$ cat src/rtl/mdu_pkg.sv
// Shared types and constants for the multi-cycle multiply/divide unit.
// Request codes, the state encoding and the iteration bound live here.
package mdu_pkg;

  localparam int unsigned W_FUNC = 5;

  localparam logic [W_FUNC-1:0] FUNC_NONE = 5'b00000;
  localparam logic [W_FUNC-1:0] FUNC_MUL  = 5'b00001;
  localparam logic [W_FUNC-1:0] FUNC_DIV  = 5'b00010;

  typedef enum logic [1:0] {
    StIdle,
    StMul,
    StDiv,
    StDone
  } mdu_state_e;

  localparam logic [5:0]  ITER_LAST = 6'd31;
  localparam logic [31:0] DIV0_QUOT = 32'hFFFF_FFFF;

  function automatic logic [31:0] abs32(input logic [31:0] v);
    return v[31] ? (~v + 32'd1) : v;
  endfunction

  function automatic logic [31:0] neg32(input logic [31:0] v, input logic en);
    return en ? (~v + 32'd1) : v;
  endfunction

endpackage

$ cat src/rtl/div_restoring.sv
// Iterative unsigned restoring divider: one quotient bit per step, MSB first.
// The dividend shifts out of quot while quotient bits shift in from the bottom.
module div_restoring (
  input  logic        clk,
  input  logic        rst,
  input  logic        clear,
  input  logic        load,
  input  logic [31:0] dividend,
  input  logic [31:0] divisor,
  input  logic        step,
  output logic [31:0] rem,
  output logic [31:0] quot
);

  logic [31:0] rem_q, quot_q, dvs_q;
  logic [32:0] trial;
  logic [31:0] diff;
  logic        ge;

  always_comb begin
    trial = {rem_q, quot_q[31]};
    ge    = trial >= {1'b0, dvs_q};
    // When ge holds the true difference is below the divisor, so 32 bits suffice.
    diff  = trial[31:0] - dvs_q;
  end

  always_ff @(posedge clk) begin
    if (rst || clear) begin
      rem_q  <= 32'd0;
      quot_q <= 32'd0;
      dvs_q  <= 32'd0;
    end else if (load) begin
      rem_q  <= 32'd0;
      quot_q <= dividend;
      dvs_q  <= divisor;
    end else if (step) begin
      rem_q  <= ge ? diff : trial[31:0];
      quot_q <= {quot_q[30:0], ge};
    end
  end

  assign rem  = rem_q;
  assign quot = quot_q;

endmodule

$ cat src/rtl/mulalu.sv
// Multi-cycle MULT/MULTU/DIV/DIVU unit; holds the pipeline via stall and
// pulses done together with the HI/LO write strobes when the result is ready.
module mulalu
  import mdu_pkg::*;
#(
  parameter int unsigned FAST_MUL = 0
) (
  input  logic              clk,
  input  logic              rst,
  input  logic [W_FUNC-1:0] func,
  input  logic              sign,
  input  logic [31:0]       source_a,
  input  logic [31:0]       source_b,
  input  logic              flush,
  output logic              stall,
  output logic              done,
  output logic              hi_write,
  output logic [31:0]       hi_write_data,
  output logic              lo_write,
  output logic [31:0]       lo_write_data
);

  mdu_state_e  state_q, state_d;
  logic [5:0]  cnt_q, cnt_d;
  logic [31:0] mcand_q, raw_a_q;
  logic [63:0] acc_q;
  logic        neg_q_q, neg_r_q, div0_q, is_div_q;

  logic        req_valid, accept, mul_step, div_step;
  logic [31:0] mag_a, mag_b;
  logic [32:0] add_sum;
  logic [63:0] fast_prod, mul_res;
  logic [31:0] div_rem, div_quot;

  // Unknown nonzero codes are treated exactly like "no request".
  assign req_valid = (func == FUNC_MUL) || (func == FUNC_DIV);
  assign accept    = (state_q == StIdle) && req_valid && !flush;
  assign mul_step  = (state_q == StMul) && !flush;
  assign div_step  = (state_q == StDiv) && !flush;

  assign mag_a = sign ? abs32(source_a) : source_a;
  assign mag_b = sign ? abs32(source_b) : source_b;

  always_comb begin
    state_d = state_q;
    cnt_d   = cnt_q;
    unique case (state_q)
      StIdle: begin
        if (accept) begin
          state_d = (func == FUNC_DIV) ? StDiv : StMul;
          cnt_d   = 6'd0;
        end
      end
      StMul: begin
        if (FAST_MUL != 0 || cnt_q == ITER_LAST) begin
          state_d = StDone;
          cnt_d   = 6'd0;
        end else begin
          cnt_d = cnt_q + 6'd1;
        end
      end
      StDiv: begin
        if (cnt_q == ITER_LAST) begin
          state_d = StDone;
          cnt_d   = 6'd0;
        end else begin
          cnt_d = cnt_q + 6'd1;
        end
      end
      StDone:  state_d = StIdle;
      default: state_d = StIdle;
    endcase
    if (flush) begin
      state_d = StIdle;
      cnt_d   = 6'd0;
    end
  end

  always_ff @(posedge clk) begin
    if (rst) begin
      state_q <= StIdle;
      cnt_q   <= 6'd0;
    end else begin
      state_q <= state_d;
      cnt_q   <= cnt_d;
    end
  end

  // Shift-add: add the multiplicand into the upper half when the low bit is set, then shift right.
  assign add_sum   = {1'b0, acc_q[63:32]} + (acc_q[0] ? {1'b0, mcand_q} : 33'd0);
  assign fast_prod = {32'd0, mcand_q} * {32'd0, acc_q[31:0]};

  always_ff @(posedge clk) begin
    if (rst) begin
      mcand_q  <= 32'd0;
      raw_a_q  <= 32'd0;
      acc_q    <= 64'd0;
      neg_q_q  <= 1'b0;
      neg_r_q  <= 1'b0;
      div0_q   <= 1'b0;
      is_div_q <= 1'b0;
    end else if (accept) begin
      mcand_q  <= mag_a;
      raw_a_q  <= source_a;
      acc_q    <= {32'd0, mag_b};
      neg_q_q  <= sign & (source_a[31] ^ source_b[31]);
      neg_r_q  <= sign & source_a[31];
      div0_q   <= (source_b == 32'd0);
      is_div_q <= (func == FUNC_DIV);
    end else if (mul_step) begin
      if (FAST_MUL != 0) begin
        acc_q <= fast_prod;
      end else begin
        acc_q <= {add_sum, acc_q[31:1]};
      end
    end
  end

  div_restoring u_div (
    .clk      (clk),
    .rst      (rst),
    .clear    (flush),
    .load     (accept),
    .dividend (mag_a),
    .divisor  (mag_b),
    .step     (div_step),
    .rem      (div_rem),
    .quot     (div_quot)
  );

  assign mul_res = neg_q_q ? (~acc_q + 64'd1) : acc_q;

  always_comb begin
    stall         = 1'b0;
    done          = 1'b0;
    hi_write_data = 32'd0;
    lo_write_data = 32'd0;
    if (!rst && !flush) begin
      stall = accept || (state_q == StMul) || (state_q == StDiv);
      done  = (state_q == StDone);
    end
    if (done) begin
      if (!is_div_q) begin
        hi_write_data = mul_res[63:32];
        lo_write_data = mul_res[31:0];
      end else if (div0_q) begin
        hi_write_data = raw_a_q;
        lo_write_data = DIV0_QUOT;
      end else begin
        hi_write_data = neg32(div_rem, neg_r_q);
        lo_write_data = neg32(div_quot, neg_q_q);
      end
    end
  end

  assign hi_write = done;
  assign lo_write = done;

endmodule

$ cat config.mk
export PLATFORM = sky130hd
export DESIGN_NAME = mulalu
export DESIGN_NICKNAME = d
export VERILOG_FILES = /design/src/rtl/mdu_pkg.sv /design/src/rtl/div_restoring.sv /design/src/rtl/mulalu.sv
export SDC_FILE = /design/constraint.sdc
export NUM_CORES = 1
export LEC_CHECK = 0
export CAP_MARGIN = 20
export CELL_PAD_IN_SITES_DETAIL_PLACEMENT = 2
export CELL_PAD_IN_SITES_GLOBAL_PLACEMENT = 2
export CORE_ASPECT_RATIO = 0.8
export CORE_UTILIZATION = 30
export CTS_CLUSTER_SIZE = 28
export DETAILED_ROUTE_END_ITERATION = 10
export GPL_ROUTABILITY_DRIVEN = 0
export PLACE_DENSITY = 0.81
export SYNTH_ARGS = -nofsm -noshare
export SYNTH_HDL_FRONTEND = slang
export SYNTH_SLANG_ARGS = --single-unit
$ cat constraint.sdc
create_clock -name clk -period 4.7 [get_ports clk]
set_clock_uncertainty 0.1 [all_clocks]
set_input_delay 0.94 -clock clk [delete_from_list [all_inputs] [get_ports clk]]
set_output_delay 0.94 -clock clk [all_outputs]
set_load 0.01 [all_outputs]
==> qor.yml, run 1 <==
dr.first_iter.drc_count: 1526
hold_buffers: 0
synthSimpleGateAreaFrac_pct: 22.9
cts.clk_slew.worst_paths_ns: 0.06
synthMuxAreaShare_pct: 1.73
maxSlewViolCount: 0
antenna_found_initial: 3
syn_area_per_cell_um2: 7.32
grtUsageTotal_pct: 28.9
async_reset_ff_share_pct: 0
initial_core_util_pct: 30.5
min_period_ns: 5.48
synth_most_common_cell: "nand2_1"
fin_area_um2: 21900
hold_violations: 0
holdCritPathClass: "flip-flop to flip-flop"
vias_per_cell: 6.02
violations: "setup timing"
worstSetupStartpointType: "flip-flop"
criticalPathCategory: "flip-flop to output pin"
grt_pass1_wl_mm: 132
synthFlopType: "dfxtp_1"
grt_start_max_net_pins: 85
wl_per_cell_um: 27.4
setup_tns_ns: -15.13
crit_path_cell_trace: "or4_4, or3_4, or4_4, or4_4, or4_4, buf_12, o21ai_1, xnor2_1, nor2_1, a211oi_1, clkdlybuf4s15_2"
relSlewSlack_pct: 35.2
slowest_stage: "or4_4"
synthCells: 2365
coreArea_um2: 56800
ir_drop_mv: 0.210
dpl_cell_area_um2: 20300
p_per_area_nw_per_um2: 261
rows: 78
cp_max_fo: 4
max_freq_ghz: 0.182
numCtsBuffers: 28
path_delay_family: "simple AND/OR/NAND/NOR gates"
routed_wl_mm: 91.0
cts_root_buf: "clkbuf_16"
synth_xor_area_share_pct: 11.7
rsz0062_at_grt: "true"
ys_warn_count: 0
yosys.area.top_type: "dfxtp_1"
post-route-util_pct: 38.5
die_x_um: 271
synth.top_cells.by_count: "346 x nand2_1, 235 x dfxtp_1, 219 x a21oi_1, 216 x nor2_1, 153 x o21ai_0"
clockBufferDepth: 3
dieHeight_um: 217
drive_above_1_share_pct: 13.6
die_area_um2: 58700
outcome: "finished with violations"
synth_top_family_by_area: "compound AO/OA/AOI/OAI gates"
slowest_delay_ns: 0.54
final_nets: 2690
synth_fa_ha_area_share_pct: 5.65
first_global_vias: 21100
ys_seq_elements: 235
drt_pass1_iterations: 5
synth_area_um2: 17300
cts_sinks: 235
diodes: 0
setup_violations: 34
synth.net_count: 2515
cp_data_required_time_ns: 3.66
critPathMostFrequentCell: "or4_4"
synth_edf_count: 0
drc_errors: 0
setup_slack_ns: -0.780
clkLatencyLatePin_ns: 0.58
maxCapViolations: 0
leakage_uw: 0.00843
io_buffers: 140
critPathArrivalTime_ns: 4.44
yosysSeqAreaShare_pct: 27.2
area_growth_pct: 26.3
ys_top_cells_by_area: "dfxtp_1 27%, nand2_1 7.5%, xnor2_1 6.6%, a21oi_1 6.3%, ha_1 5.4%"
fin_crit_sh_pct: 117
worst_pin_slew_ns: 0.973
place_hpwl_mm: 63.3
dr_total_vias: 20000
crit_buf_inv: 2
synth_top_area_share_pct: 27.2
synth_compound_area_share_pct: 25.8
ys_types: 68
cts_max_level: 1
cts_tree: "built"
end_kind: "output pin"
final_antenna_net_count: 0
io_pins: 141
gr-total-overflow: 0
==> cell usage in the layout, fill, tap and decap left out, drive strengths merged, types with 14 or more instances in the layout <==
cell and count:
o22ai 14, nor3 62, inv 73, a311oi 41
a31o 15, nand2 346, ha 75, a21oi 219
nand3 45, mux2i 30, dfxtp 235, a221oi 19
nand4 16, xnor2 131, nor4 21, o31ai 47
o21ai 154, o41ai 22, clkdlybuf4s50 96, nand2b 17
nor2 216, buf 182, and3 16, a211oi 55
or4 25, and2 41, a21o 33, clkbuf 39
or3 24, xor2 100
==> power breakdown <==
part	switching, uW	internal [uW]
clock network	1030	1490
registers	24.3	2020
logic	698	444
total	1750	3960
==> path summary, 6_finish.rpt <==
path / startpoint / endpoint / slack, ns / cells after the start
min: raw_a_q[24] / raw_a_q[24] / 0.37 / 2
max: acc_q[15] / hi_write_data[25] / -0.78 / 11
max reg2reg: acc_q[0] / acc_q[61] / 0.29 / 12
min reg2reg: raw_a_q[24] / raw_a_q[24] / 0.37 / 2
==> worst register-to-register path, delay by kind of cell (launching register included) <==
family                   cells  cell delay, ns
multiplexers                 1            0.22
buffers and inverters        1            0.36
AND/OR/NAND/NOR              2            0.50
AO/OA/AOI/OAI                7            2.41
flip-flops                   1            0.42
adder cells (fa/ha/maj)      1            0.28
==> sequential cells by signal (all words and copies together), names as in the netlist, 2 cells and up <==
name	cells
acc_q	64
mcand_q	32
u_div.dvs_q	32
u_div.quot	32
u_div.rem	32
raw_a_q	31
cnt_q	6
state_q	2
==> per-stage QoR <==
step                      worst slack [ns]  std cells  power [uW]  hold WS [ns]
after CTS                           -0.858       3314        5620         0.356
final                               -0.780       3321        5710         0.370
after global routing                -0.809       3321        5850         0.400
after floorplan                     0.0514       2365        2600         0.327
after detailed placement            -0.716       3253        3000         0.347
after global placement              -0.600       3253        2960         0.341
==> cell type report <==
cell class,count,area (um2)
clock buffers,36,812
clock inverters,15,216
fillers,6458,34900
inverters,73,274
multi-input cells,1901,12300
flip-flops and latches,235,4710
well taps,760,951
repair buffers,301,2620
==> per-layer routing <==
layer | vias up | routed length [um] | share of wire, % | global-route usage [%]
met5 | - | 14 | 0.015 | 0
li1 | 8787 | - | - | -
met4 | 2 | 3620 | 4.0 | 11.0
met3 | 181 | 5580 | 6.1 | 3.88
met1 | 10300 | 40400 | 44 | 39.2
met2 | 750 | 41300 | 45 | 46.4
==> what timing repair did <==
action                     CTS  global route
setup buffers               10             8
pin swaps                   34            28
hold endpoints to repair     0             0
setup endpoints to repair   47            43
resized for setup          186            45
gates cloned                 0             0
==> cell families after synthesis <==
logic type,after synthesis
AND/OR/NAND/NOR,868
AO/OA/AOI/OAI,695
flip-flops,235
XOR/XNOR,231
buffers and inverters,229
adder cells (fa/ha/maj),77
multiplexers,30
No activity file was read; power rests on OpenSTA's default activity.
==> run 2: changes to the inputs <==
PLACE_DENSITY = default   (was 0.81)
PLACE_DENSITY_LB_ADDON = 0.1   (was default)
==> run 2 against run 1 <==
The run still ends with setup timing left. Worst hold slack worse by 0.013 ns. Global-route usage fell by 1.3 points. Critical path depth fell by 1. Clock power down 7%. Register-to-register slack better by 0.05 ns. Via count shrank 4.8%. Core utilization shrank 0.055 points. Power down 3.7%. First-iteration DRC count shrank 26%. Flip-flop and latch count unchanged. Critical endpoint is now hi_write_data[29]. Final area is 0.14% lower.
==> qor.yml, run 2 (synthesis results as in run 1) <==
setup_slack_ns: -0.763
whs_ns: 0.357
r2r_start: "acc_q[0]"
min_from: "mcand_q[31]"
rsz0062_at_grt: "true"
max_freq_ghz: 0.183
cts_sinks: 235
maxCapViolations: 0
relSlewSlack_pct: 33.1
min_period_ns: 5.46
drive_above_1_share_pct: 14.0
p_total_uw: 5490
numCtsBuffers: 29
post-route-util_pct: 38.4
grtUsageTotal_pct: 27.6
ff2ff_setup_slack_ns: 0.34
final_antenna_net_count: 0
fin_cells: 3343
holdCritPathClass: "flip-flop to flip-flop"
dieHeight_um: 217
first_global_vias: 20200
io_buffers: 140
outcome: "finished with violations"
drt_pass1_iterations: 5
clkLatencyLatePin_ns: 0.58
die_area_um2: 58700
largest_register_ff_count: 64
criticalPathCategory: "flip-flop to output pin"
setup_violations: 35
ir_drop_mv: 0.197
gr-total-overflow: 0
initial_core_util_pct: 30.5
clockBufferDepth: 3
antenna_found_initial: 3
dr_total_vias: 19000
maxSlewViolCount: 0
drc_errors: 0
hold_violations: 0
fillers: 6569
place_hpwl_mm: 62.0
worst_pin_slew_ns: 1.00
regToRegEndpoint: "acc_q[63]"
wl_per_cell_um: 24.9
die_x_um: 271
worstSetupStartpointType: "flip-flop"
cp_max_fo: 7
grt_start_max_net_pins: 108
area_growth_pct: 26.1
cts_max_level: 1
end_kind: "output pin"
io_pins: 141
diodes: 0
fin_crit_sh_pct: 116
cts.clk_slew.worst_paths_ns: 0.06
mostFrequentLayoutCell: "nand2_1"
dr.first_iter.drc_count: 1132
cts_tree: "built"
violations: "setup timing"
final_nets: 2712
cp_data_required_time_ns: 3.66
final_cell_mix: "345 x nand2_1, 229 x dfxtp_1, 218 x a21oi_1"
dp.cells: 3270
grt_pass1_wl_mm: 126
critPathArrivalTime_ns: 4.42
hold_depth: 2
largest-register: "acc_q"
leakage_uw: 0.00845
rows: 78
routed_wl_mm: 83.2
coreArea_um2: 56800
cts_root_buf: "clkbuf_16"
holdPathEnd: "mcand_q[31]"
reg2reg_depth: 13
p_per_area_nw_per_um2: 252
vias_per_cell: 5.69
==> run 2: timing repair <==
item	4_1_cts	5_1_grt
resized for setup	200	35
endpoints found under the setup margin	45	46
buffers inserted	15	6
hold buffers	0	0
pin swaps	39	21
==> run 2: area by class of cell <==
class | count | area (um2) | share of cell area (%)
Timing Repair Buffer | 322 | 2740 | 12.6
Inverter | 73 | 274 | 1.26
Clock inverter | 10 | 106 | 0.487
Sequential cell | 235 | 4710 | 21.6
Multi-Input combinational cell | 1901 | 12200 | 55.9
Tap cell | 760 | 951 | 4.36
Clock buffer | 42 | 845 | 3.87
==> run 2: how the worst max path moves through the flow <==
stage	start	endpoint	slack (ns)	depth (start not counted)
finish	acc_q[16]	hi_write_data[29]	-0.76	10
global route	acc_q[15]	hi_write_data[29]	-0.84	10
CTS	acc_q[18]	hi_write_data[23]	-0.87	11
detailed placement	acc_q[15]	hi_write_data[25]	-0.64	10
global placement	acc_q[15]	hi_write_data[23]	-0.61	10
floorplan	acc_q[15]	hi_write_data[25]	0.05	11
==> run 2: routing by layer <==
layer	share of wire [%]	wire [um]	GRT usage, %
met1	48	40000	38.2
met2	44	36700	44.2
met3	5.0	4140	4.24
met4	2.9	2380	7.93
met5	0	0	0
==> run 2: worst max-delay path: stages (launching register included) <==
cell and delay [ns]:
dfxtp_1 0.33, or4_4 0.52, or3_4 0.39, or4_4 0.60, or4_4 0.47, or4_4 0.55, o41ai_4 0.33, xnor2_1 0.18
nor2_1 0.09, a211oi_2 0.20, buf_2 0.16
==> run 2: where the power goes <==
part / switching (uW) / total, uW / leakage [uW] / internal (uW)
Combinational: 668 / 1120 / 0.00608 / 450
Sequential: 21.8 / 2040 / 0.00190 / 2020
Clock: 989 / 2340 / 0.000471 / 1350
==> run 2: stage by stage <==
step | setup slack, ns | TNS, ns | cell area (um2)
after CTS | -0.868 | -14.67 | 21700
after detailed placement | -0.636 | -8.58 | 20400
after global routing | -0.841 | -17.83 | 21800
after global placement | -0.608 | -7.34 | 20400
after floorplan | 0.0514 | 0 | 17300
final | -0.763 | -14.03 | 21800
==> run 3: changes to the inputs <==
TNS_END_PERCENT = 10   (was default)
==> run 3 against run 2 <==
The run still ends with setup timing left. Die area unchanged. Sequential share of layout area is essentially flat. Worst setup slack lost 0.032 ns. Largest cell class unchanged. Highest routed layer unchanged.
==> qor.yml, run 3 (synthesis results as in run 1) <==
area_growth_pct: 26.2
whs_ns: 0.359
drt_pass1_iterations: 5
crit_path_cell_trace: "or4_4, or3_4, or4_4, or4_4, or4_4, buf_6, buf_6, o41ai_4, xnor2_1, o21ai_1, a21oi_1, buf_2"
criticalPathCategory: "flip-flop to output pin"
fin_cells: 3331
reg2reg_depth: 13
wl_per_cell_um: 24.8
coreArea_um2: 56800
rows: 78
io_pins: 141
antenna_found_initial: 0
end_kind: "output pin"
drive_above_1_share_pct: 13.6
grt_start_max_net_pins: 113
holdPathEnd: "mcand_q[31]"
fillers: 6607
hold_depth: 2
io_buffers: 140
violations: "setup timing"
maxSlewViolCount: 0
slowest_stage: "or4_4"
clockBufferDepth: 3
setup_slack_ns: -0.795
drc_errors: 0
pwr-share-clk_pct: 45.8
die_x_um: 271
slowest_delay_ns: 0.61
p_int_uw: 4020
critPathArrivalTime_ns: 4.46
grt_pass1_wl_mm: 126
dr.first_iter.drc_count: 1121
leakage_uw: 0.00843
switching_share_pct: 29.3
largest_register_ff_count: 64
fin_crit_sh_pct: 117
cp_data_required_time_ns: 3.66
final_nets: 2697
p_total_uw: 5680
final_cell_mix: "344 x nand2_1, 231 x dfxtp_1, 215 x a21oi_1"
clkLatencyLatePin_ns: 0.59
cts_root_buf: "clkbuf_16"
worstSetupStartpointType: "flip-flop"
worst_pin_slew_ns: 0.926
gr-total-overflow: 0
register_area_um2: 4710
min_from: "mcand_q[31]"
numCtsBuffers: 29
grtUsageTotal_pct: 27.6
p_per_area_nw_per_um2: 260
cp_max_fo: 6
place_hpwl_mm: 62.4
largest-register: "acc_q"
max_freq_ghz: 0.182
holdCritPathClass: "flip-flop to flip-flop"
outcome: "finished with violations"
dieHeight_um: 217
setup_violations: 31
combinationalPowerShare_pct: 18.3
ir_drop_mv: 0.236
mostFrequentLayoutCell: "nand2_1"
setup_tns_ns: -11.93
first_global_vias: 20200
min_period_ns: 5.50
dp.cells: 3271
r2r_start: "acc_q[0]"
multi_input_area_um2: 12200
cts_sinks: 235
initial_core_util_pct: 30.5
ff2ff_setup_slack_ns: 0.33
final_antenna_net_count: 0
cts_tree: "built"
hold_violations: 0
relSlewSlack_pct: 38.3
die_area_um2: 58700
switchingPower_uw: 1670
maxCapViolations: 0
power_frac_seq_pct: 35.9
cts.clk_slew.worst_paths_ns: 0.06
rsz0062_at_grt: "true"
vias_per_cell: 5.65
critPathMostFrequentCell: "or4_4"
regToRegEndpoint: "acc_q[63]"
routed_wl_mm: 82.5
cts_max_level: 1
dr_total_vias: 18800
hold_buffers: 0
-- run 3: cell types whose count changed in the layout (fill, tap and decap cells not counted), sizes merged, moves of 2 or more --
| cell | delta |
|---|---|
| buf | -21 |
| bufinv | +4 |
| clkdlybuf4s50 | +2 |
| clkinv | -3 |
| dlygate4sd2 | +5 |
-- run 3: per-layer routing --
| metal | part of all wire, % | wire, um | vias to the layer above | global-route usage, % |
|---|---|---|---|---|
| li1 | - | - | 8822 | - |
| met1 | 49 | 40500 | 9549 | 38.8 |
| met2 | 44 | 36500 | 344 | 44.4 |
| met3 | 3.4 | 2820 | 116 | 2.50 |
| met4 | 3.3 | 2690 | 0 | 8.34 |
| met5 | 0 | 0 | - | 0 |
-- run 3: timing repair --
| action | 4_1_cts | 5_1_grt |
|---|---|---|
| pin swaps | 20 | 11 |
| endpoints found under the setup margin | 46 | 42 |
| setup buffers | 4 | 2 |
| resized for setup | 165 | 29 |
-- run 3: through the flow --
step	utilization, %	worst slack [ns]	cell area, um2
after detailed placement	35.9	-0.693	20400
final	38.5	-0.795	21800
after CTS	38.4	-0.955	21800
after global placement	35.9	-0.603	20400
after global routing	38.5	-0.899	21800
after floorplan	-	-0.00190	17300
-- run 3: worst max path at each step --
stage / start / endpoint / cells past startpoint
3_3_place_gp: acc_q[11] / hi_write_data[23] / 10
6_report: acc_q[18] / hi_write_data[19] / 12
4_1_cts: acc_q[15] / hi_write_data[29] / 11
5_1_grt: acc_q[18] / hi_write_data[29] / 11
2_1_floorplan: acc_q[15] / hi_write_data[29] / 11
3_5_place_dp: acc_q[15] / hi_write_data[29] / 10
-- run 3: power groups by stage --
stage | logic (uW) | clock network (uW) | registers, uW
floorplan | 519 | 0 | 2080
global placement | 906 | 0 | 2080
detailed placement | 931 | 0 | 2080
CTS | 1010 | 2650 | 2040
global route | 1120 | 2740 | 2040
finish | 1040 | 2600 | 2040
-- run 3: layout make-up --
cell class	count	area share [%]
clock buffer	43	3.98
inverter	73	1.25
timing repair buffer	307	12.1
clock inverter	11	0.974
sequential	235	21.6
antenna	1	0.0115
tap	760	4.35
multi-input combinational	1901	55.8
-- run 3: worst max-delay path: cells and delay by family (launching register included) --
family	cells	cell delay, ns
simple gates	5	2.56
compound gates	3	0.43
buf+inv	3	0.42
flops	1	0.32
xor+xnor	1	0.16
